===== src/rtl/rca_wb_sequencer.sv =====
// rca_wb_sequencer: buffers RCA multi-result writebacks and serialises them onto one register-file write port
module rca_wb_sequencer #(
   parameter int NUM_WRITE_PORTS = 5,
   parameter int XLEN = 32,
   parameter int ID_W = 3,
   parameter int FIFO_DEPTH = 2
) (
   input  logic                         clk,
   input  logic                         rst,
   input  logic                         wb_done,
   input  logic [ID_W-1:0]              wb_id,
   input  logic [NUM_WRITE_PORTS*XLEN-1:0] wb_rd,
   input  logic [NUM_WRITE_PORTS*5-1:0] wb_rd_addr,
   output logic                         wb_ready,
   input  logic                         rf_grant,
   output logic                         rf_we,
   output logic [4:0]                   rf_waddr,
   output logic [XLEN-1:0]              rf_wdata,
   output logic [ID_W-1:0]              rf_id,
   output logic                         retire_valid,
   output logic [ID_W-1:0]              retire_id,
   output logic                         overflow_err
);
   localparam int AW = $clog2(FIFO_DEPTH);
   localparam int CW = AW + 1;
   localparam int PW = $clog2(NUM_WRITE_PORTS + 1);
   typedef enum logic {IDLE, WRITE} state_t;
   state_t state, state_nxt;
   logic [ID_W-1:0] mem_id [FIFO_DEPTH];
   logic [NUM_WRITE_PORTS*XLEN-1:0] mem_rd [FIFO_DEPTH];
   logic [NUM_WRITE_PORTS*5-1:0] mem_addr [FIFO_DEPTH];
   logic [AW-1:0] wr_ptr, rd_ptr;
   logic [CW-1:0] count, count_nxt;
   logic [PW-1:0] p, p_nxt, q;
   logic [ID_W-1:0] head_id;
   logic [NUM_WRITE_PORTS*XLEN-1:0] head_rd;
   logic [NUM_WRITE_PORTS*5-1:0] head_addr;
   logic found, more, push, pop, full, w;
   assign full = count == CW'(FIFO_DEPTH);
   assign wb_ready = !full;
   assign push = wb_done && !full;
   assign head_id = mem_id[rd_ptr];
   assign head_rd = mem_rd[rd_ptr];
   assign head_addr = mem_addr[rd_ptr];
   // find the first nonzero destination at or after p, and whether another follows it
   always_comb begin
      found = 1'b0;
      more = 1'b0;
      q = '0;
      for (int i = 0; i < NUM_WRITE_PORTS; i++)
         if (i >= int'(p) && head_addr[i*5 +: 5] != 5'd0) begin
            if (found) more = 1'b1;
            else begin
               found = 1'b1;
               q = PW'(i);
            end
         end
   end
   // write-port outputs, pop/retire decision and next state; an entry with no real destination retires unconditionally
   always_comb begin
      w = state == WRITE && found;
      pop = state == WRITE && (!found || (rf_grant && !more));
      rf_we = w;
      rf_waddr = w ? head_addr[int'(q)*5 +: 5] : 5'd0;
      rf_wdata = w ? head_rd[int'(q)*XLEN +: XLEN] : '0;
      rf_id = w ? head_id : '0;
      retire_valid = pop;
      retire_id = pop ? head_id : '0;
      count_nxt = count + CW'(push) - CW'(pop);
      state_nxt = state == IDLE ? (count != '0 ? WRITE : IDLE) : pop ? (count_nxt != '0 ? WRITE : IDLE) : WRITE;
      p_nxt = (state == IDLE || pop) ? '0 : rf_grant ? q + PW'(1) : p;
   end
   // control state, FIFO pointers and sticky overflow flag
   always_ff @(posedge clk or posedge rst) begin
      if (rst) begin
         state <= IDLE;
         p <= '0;
         count <= '0;
         wr_ptr <= '0;
         rd_ptr <= '0;
         overflow_err <= 1'b0;
      end else begin
         state <= state_nxt;
         p <= p_nxt;
         count <= count_nxt;
         wr_ptr <= wr_ptr + AW'(push);
         rd_ptr <= rd_ptr + AW'(pop);
         if (wb_done && full) overflow_err <= 1'b1;
      end
   end
   // writeback storage at the FIFO tail
   always_ff @(posedge clk) begin
      if (push) begin
         mem_id[wr_ptr] <= wb_id;
         mem_rd[wr_ptr] <= wb_rd;
         mem_addr[wr_ptr] <= wb_rd_addr;
      end
   end
endmodule


===== config.mk =====
export PLATFORM = sky130hd
export DESIGN_NAME = rca_wb_sequencer
export DESIGN_NICKNAME = d
export VERILOG_FILES = /design/src/rtl/rca_wb_sequencer.sv
export SDC_FILE = /design/constraint.sdc
export NUM_CORES = 1
export LEC_CHECK = 0
export ABC_CLOCK_PERIOD_IN_PS = 7900
export CORE_AREA = 2 2 172 174
export CTS_CLUSTER_SIZE = 40
export DETAILED_ROUTE_END_ITERATION = 6
export DIE_AREA = 0 0 174 176
export GPL_TIMING_DRIVEN = 0
export PLACE_DENSITY = 0.76
export SETUP_SLACK_MARGIN = 0.1
export SLEW_MARGIN = 20
export SYNTH_ARGS = -nofsm -noshare
export SYNTH_HDL_FRONTEND = slang
export SYNTH_SLANG_ARGS = --single-unit

===== constraint.sdc =====
create_clock -name clk -period 7.9 [get_ports clk]
set_input_delay 1.58 -clock clk [delete_from_list [all_inputs] [get_ports clk]]
set_output_delay 1.58 -clock clk [all_outputs]
set_load 0.02 [all_outputs]

After elaboration in Yosys (flattened, before gate mapping)
Memory sizes are Yosys's and may differ from the RTL's.
Index checks and enable logic that the tools add are counted.
{ "op_classes": {"n_addsub": 5, "n_mul": 1, "magnitude_cmp": 5, "n_eq_ne": 1, "shift": 2, "n_mux": 33, "bitwise_logic": 1, "reduce_logical": 23} }
{ "ops": {"columns": ["op", "n"], "rows": [
  ["$shiftx A160 B9 Y32", 1],
  ["$mux W32", 1],
  ["$mux W3", 10],
  ["$reduce_bool A5 Y1", 5],
  ["$shiftx A25 B7 Y5", 1],
  ["$mux W1", 21],
  ["$logic_and A1 B1 Y1", 10],
  ["$ge A1 B3 Y1 const A", 2],
  ["$ge A2 B3 Y1 const A", 2],
  ["$mul A3 B3 Y6 const B", 1],
  ["$reduce_bool A2 Y1", 3],
  ["$mux W5", 1],
  ["$add A3 B1 Y3 const B", 1],
  ["$ge A3 B3 Y1 const A", 1],
  ["$logic_not A1 Y1", 3],
  ["$add A1 B1 Y1", 2],
  ["$add A2 B1 Y2", 1],
  ["$eq A2 B2 Y1 const B", 1],
  ["$logic_or A1 B1 Y1", 2],
  ["$sub A2 B1 Y2", 1],
  ["$not A1 Y1", 1]
]} }
{ "totals": {"regBits": 9, "ram_bits": 376, "inputBits": 192, "out_inout_bits": 47, "word_cells": 80, "n_memories": 3} }
{ "memory_table": {"columns": ["memory", "depth", "word_bits", "read_ports", "rd_ports_with_merged_regs", "wr", "line", "text"], "rows": [
  ["mem_rd", 2, 160, 1, 0, 1, "30", "logic [NUM_WRITE_PORTS*XLEN-1:0] mem_rd [FIFO_DEPTH];"],
  ["mem_addr", 2, 25, 1, 0, 1, "31", "logic [NUM_WRITE_PORTS*5-1:0] mem_addr [FIFO_DEPTH];"],
  ["mem_id", 2, 3, 1, 0, 1, "29", "logic [ID_W-1:0] mem_id [FIFO_DEPTH];"]
]} }

Longest topological paths before layout
An unclocked memory read counts as a cell.
{ "logic_depth": {"ltp_word": 21, "ltp_mapped": 15} }

Worst setup path before layout
Ideal clock, no wire load.
{ "synth_path": {"path_kind": "input-to-reg", "from": "input wb_done", "to": "memory mem_addr[1][0] in the netlist's numbering, enable pin", "setup_time_ns": 0.572, "arrival_time_ns": 6.069, "path_slack_ns": 1.258, "path_stages": 3, "path_cell_list": "nand2_1 -> inv_1 -> ha_1"} }
{ "synth_between": {"elab_chain_cells": 3} }
{ "synth_lines": {"columns": ["element", "line", "text"], "rows": [
  ["start: declaration", "10", "input logic wb_done,"],
  ["$logic_and A1 B1 Y1", "41", "assign push = wb_done && !full;"],
  ["$mux W1", "93", "if (push) begin"],
  ["$mux W1 (implied by the code)", "96", "mem_addr[wr_ptr] <= wb_rd_addr;"],
  ["end: declaration", "31", null]
]} }
Every way passes these cells.

Worst setup path in the final report
{ "layout_path": {"from": "register rd_ptr", "to": "output rf_wdata[13]"} }
{ "layout_between": {"elab_chain_cells": 14, "elab_cells_between_ends": 28, "cone_classes": "shift (1); mux (14); reduce/logical (11); memory (2)"} }
{ "layout_lines": {"columns": ["element", "line", "text"], "rows": [
  ["start: declaration", "32", "logic [AW-1:0] wr_ptr, rd_ptr;"],
  ["start signal: assignment", "87", "rd_ptr <= rd_ptr + AW'(pop);"],
  ["$mem_v2 Z2 W25", null, null],
  ["$reduce_bool A5 Y1", "51", "if (i >= int'(p) && head_addr[i*5 +: 5] != 5'd0) begin"],
  ["$logic_and A1 B1 Y1", "51", null],
  ["$mux W1", "51", null],
  ["$mux W1", "52", "if (found) more = 1'b1;"],
  ["$mux W1", "51", null],
  ["$mux W3", "52", null],
  ["$mux W3", "51", null],
  ["$mux W3", "52", null],
  ["$mux W3", "51", null],
  ["$mux W3", "52", null],
  ["$mux W3", "51", null],
  ["$shiftx A160 B9 Y32", "65", "rf_wdata = w ? head_rd[int'(q)*XLEN +: XLEN] : '0;"],
  ["$mux W32 *", "65", null],
  ["end: declaration", "18", "output logic [XLEN-1:0] rf_wdata,"]
]} }
Every way passes the cells marked *; elsewhere a longest branch is shown, timed or not.

==> out/summary.txt <==
adder-cell share of the synthesized area = 0.408%
Compound-Gate Fraction of Synth Area = 8.27%
Gate Count Post-Synth = 896
Core ar. = 0.0285 mm2
slowest stage delay, CP = 0.62 ns
final setup margin = 2.06 ns
Skew-Pair Late Insertion Delay = 0.53 ns
Pins Over Slew Limit = 0
count of final setup violators = 0
largest net degree at the start of global routing = 54
Via Count = 9403
syn avg cell area = 17.1 um2
root buffer cell = clkbuf_16
post-synthesis sequential area ratio = 75.1%
Post-CTS Setup Repair Bufs = 0
worst slack at placement = 2.58 ns
Critical Path, Cell by Cell = nor2b_1 -> a221oi_2 -> a31oi_4 -> nand4_1 -> nand2_1 -> nor2_1 -> clkbuf_1 -> a32o_1 -> clkdlybuf4s50_1
Static Leak = 6.72 nW
hold slack = 0.483 ns
initial DRC count = 971
clock skew = 0.0214 ns
Layout area overhead = 28.2%
CTS H-tree depth = 2
hold crit path type = register to register
Peak VDD IR = 0.301 mV
Netlist cell types = 50
GRT Overall Usage = 24.5%
clk sinks = 385
Tmin final = 5.84 ns
drt via density = 5.88
Yosys warnings = 0
required time worst endpoint = 6.32 ns
overall power = 8.87 mW
vias in the first global route = 9678
largest family of logic cells by synthesized area = multiplexers
Worst path slowest cell = clkdlybuf4s50_1
drt wl/cell = 23.7 um
Setup crit end kind = output pin
area post-placement = 0.0184 mm2
die area = 0.0306 mm2
unrepaired setup endpoints after global routing = no
CTS Buf Count = 39
RePlAce Congestion = 0.821
post-synthesis mux area share = 9.06%
max_slew headroom = 21.7%
layout net count = 1380
Worst EP arrival = 4.26 ns
first-pass iteration count of the detailed router = 5
first-pass GRT wire length = 56.2 mm
Layout Utilization = 68.9%
CTS tree = done
r2r setup slk = 4.07 ns
Tightest Pin Transition = 1.17 ns
CTS clk-pin slew, worst paths = 0.06 ns
Worst Path Max Fanout = 10
post-synthesis cell area = 0.0153 mm2
Initial Utilization = 53.7%
initial antenna violation count = 5
FF-to-FF path depth = 14
crit path capture = rf_wdata[13]
drt drc = 0
register bit total from synthesis = 385
IO Pins = 239
final instance area = 0.0197 mm2
DP HPWL = 25.7 mm
Pwr Density = 451 mW/mm2
gr ovfl total = 0
outcome = completed
post_cts resized = 0
layout cells sized above 1 = 10.1%
hold_buf cts = 0
delay-heaviest family, CP = simple AND/OR/NAND/NOR gates
Fmax = 171 MHz
Critical Path Start Type = register
num rows = 62
XOR/XNOR Fraction of Synth Area = 0.228%
Worst R2R Start = rd_ptr
die width = 174 um
WP buf/inv = 2
final clock period utilization by the worst path = 73.9%
kind of critical path = register to output pin
critical path launch point = rd_ptr
MaxCap Viol Count = 0
antenna viol nets, final = 0
WP depth = 9
simple-gate area share of the yosys netlist = 5.10%
count of input and output buffers = 238
clock buffer depth = 3
Reg-to-Reg End = state
Synth Net Count = 1093
Vert. Die Dim = 176 um
Final Hold Vio Count = 0
total wire length = 38.0 mm
cell families (layout without fill, tap and decap cells):
family | count (synthesis) | count (layout)
buffers and inverters | 57 | 373
flip-flops | 385 | 385
multiplexers | 131 | 131
other | 0 | 4
AND/OR/NAND/NOR | 149 | 149
adder cells (fa/ha/maj) | 5 | 5
XOR/XNOR | 4 | 4
AO/OA/AOI/OAI | 165 | 165
per-stage QoR:
| stage | instances | TNS (ns) |
|---|---|---|
| finish | 1600 | 0 |
| global route | 1598 | 0 |
| CTS | 1596 | 0 |
| detailed placement | 1526 | 0 |
| global placement | 1518 | -588.48 |
| floorplan | 896 | 0 |
registers in the layout (all words and copies together) (netlist names):
name,flops
overflow_err,1
wr_ptr,1
p,3
mem_id,6
mem_rd,320
count,2
rd_ptr,1
mem_addr,50
state,1
worst min path at each step:
stage | cells after the start | slack, ns | to | from
finish | 1 | 0.48 | overflow_err | overflow_err
global route | 1 | 0.52 | overflow_err | overflow_err
floorplan | 1 | 0.48 | count[1] | count[1]
CTS | 1 | 0.49 | overflow_err | overflow_err
detailed placement | 1 | 0.47 | overflow_err | overflow_err
global placement | 1 | 0.46 | overflow_err | overflow_err
synth_stat cells, drive strengths merged:
master	count	share of area (%)
buf	33	1.3
o211ai	1	0.049
or3b	1	0.057
a221oi	1	0.098
nand2b	3	0.14
nand3b	4	0.20
o221ai	18	1.0
mux4	4	0.59
o311a	18	1.2
ha	5	0.41
nor2	54	1.3
a211oi	18	0.88
o21bai	1	0.049
inv	9	0.22
o22ai	15	0.61
o22a	4	0.23
mux2	23	1.7
o21ai	39	1.3
mux2i	104	6.8
a32o	15	0.98
a21oi	8	0.33
a22oi	20	1.0
nor2b	20	0.82
a211o	2	0.11
nand3	3	0.098
nor4b	1	0.15
nor4	28	1.3
nand2	26	0.67
o32a	1	0.065
dfrtp	9	1.5
a22o	1	0.057
nand4	2	0.082
and3	5	0.20
edfxtp	376	74
a31oi	3	0.32
nor3	2	0.065
xnor2	4	0.23
clkbuf	15	0.38
per-layer routing:
| metal | vias up | wire length (um) | track usage, % |
|---|---|---|---|
| li1 | 4202 | - | - |
| met1 | 4701 | 15300 | 32.3 |
| met2 | 428 | 18900 | 41.6 |
| met3 | 70 | 2730 | 4.11 |
| met4 | 2 | 1090 | 8.65 |
| met5 | - | 13 | 0 |
cell type report:
class / count / area, um2
diodes: 4 / 10.0
repair buffers: 246 / 2580
flip-flops and latches: 385 / 11500
clock inverters: 20 / 180
fillers: 1933 / 8880
inverters: 9 / 33.8
multi-input cells: 454 / 3560
plain buffers: 48 / 254
clock buffers: 50 / 1050
well taps: 384 / 480
power breakdown:
| group | leakage [nW] | internal [mW] | switching, mW |
|---|---|---|---|
| Combinational | 2.53 | 1.70 | 2.46 |
| Sequential | 3.59 | 2.79 | 0.144 |
| Clock | 0.598 | 1.04 | 0.745 |
cells in the final DEF, fill, tap and decap left out, drive strengths merged, types with 5 or more instances in the layout:
master and n:
dfrtp 9, a32o 15, edfxtp 376, nand2 26, ha 5, clkinv 13, o22ai 15, o221ai 18
buf 41, nor4 28, and3 5, nor2b 20, o311a 18, a21oi 8, a211oi 18, o21ai 39
mux2 23, inv 10, clkbuf 65, mux2i 104, a22oi 20, clkdlybuf4s50 238, nor2 54
(Power assumes the default switching activity.)
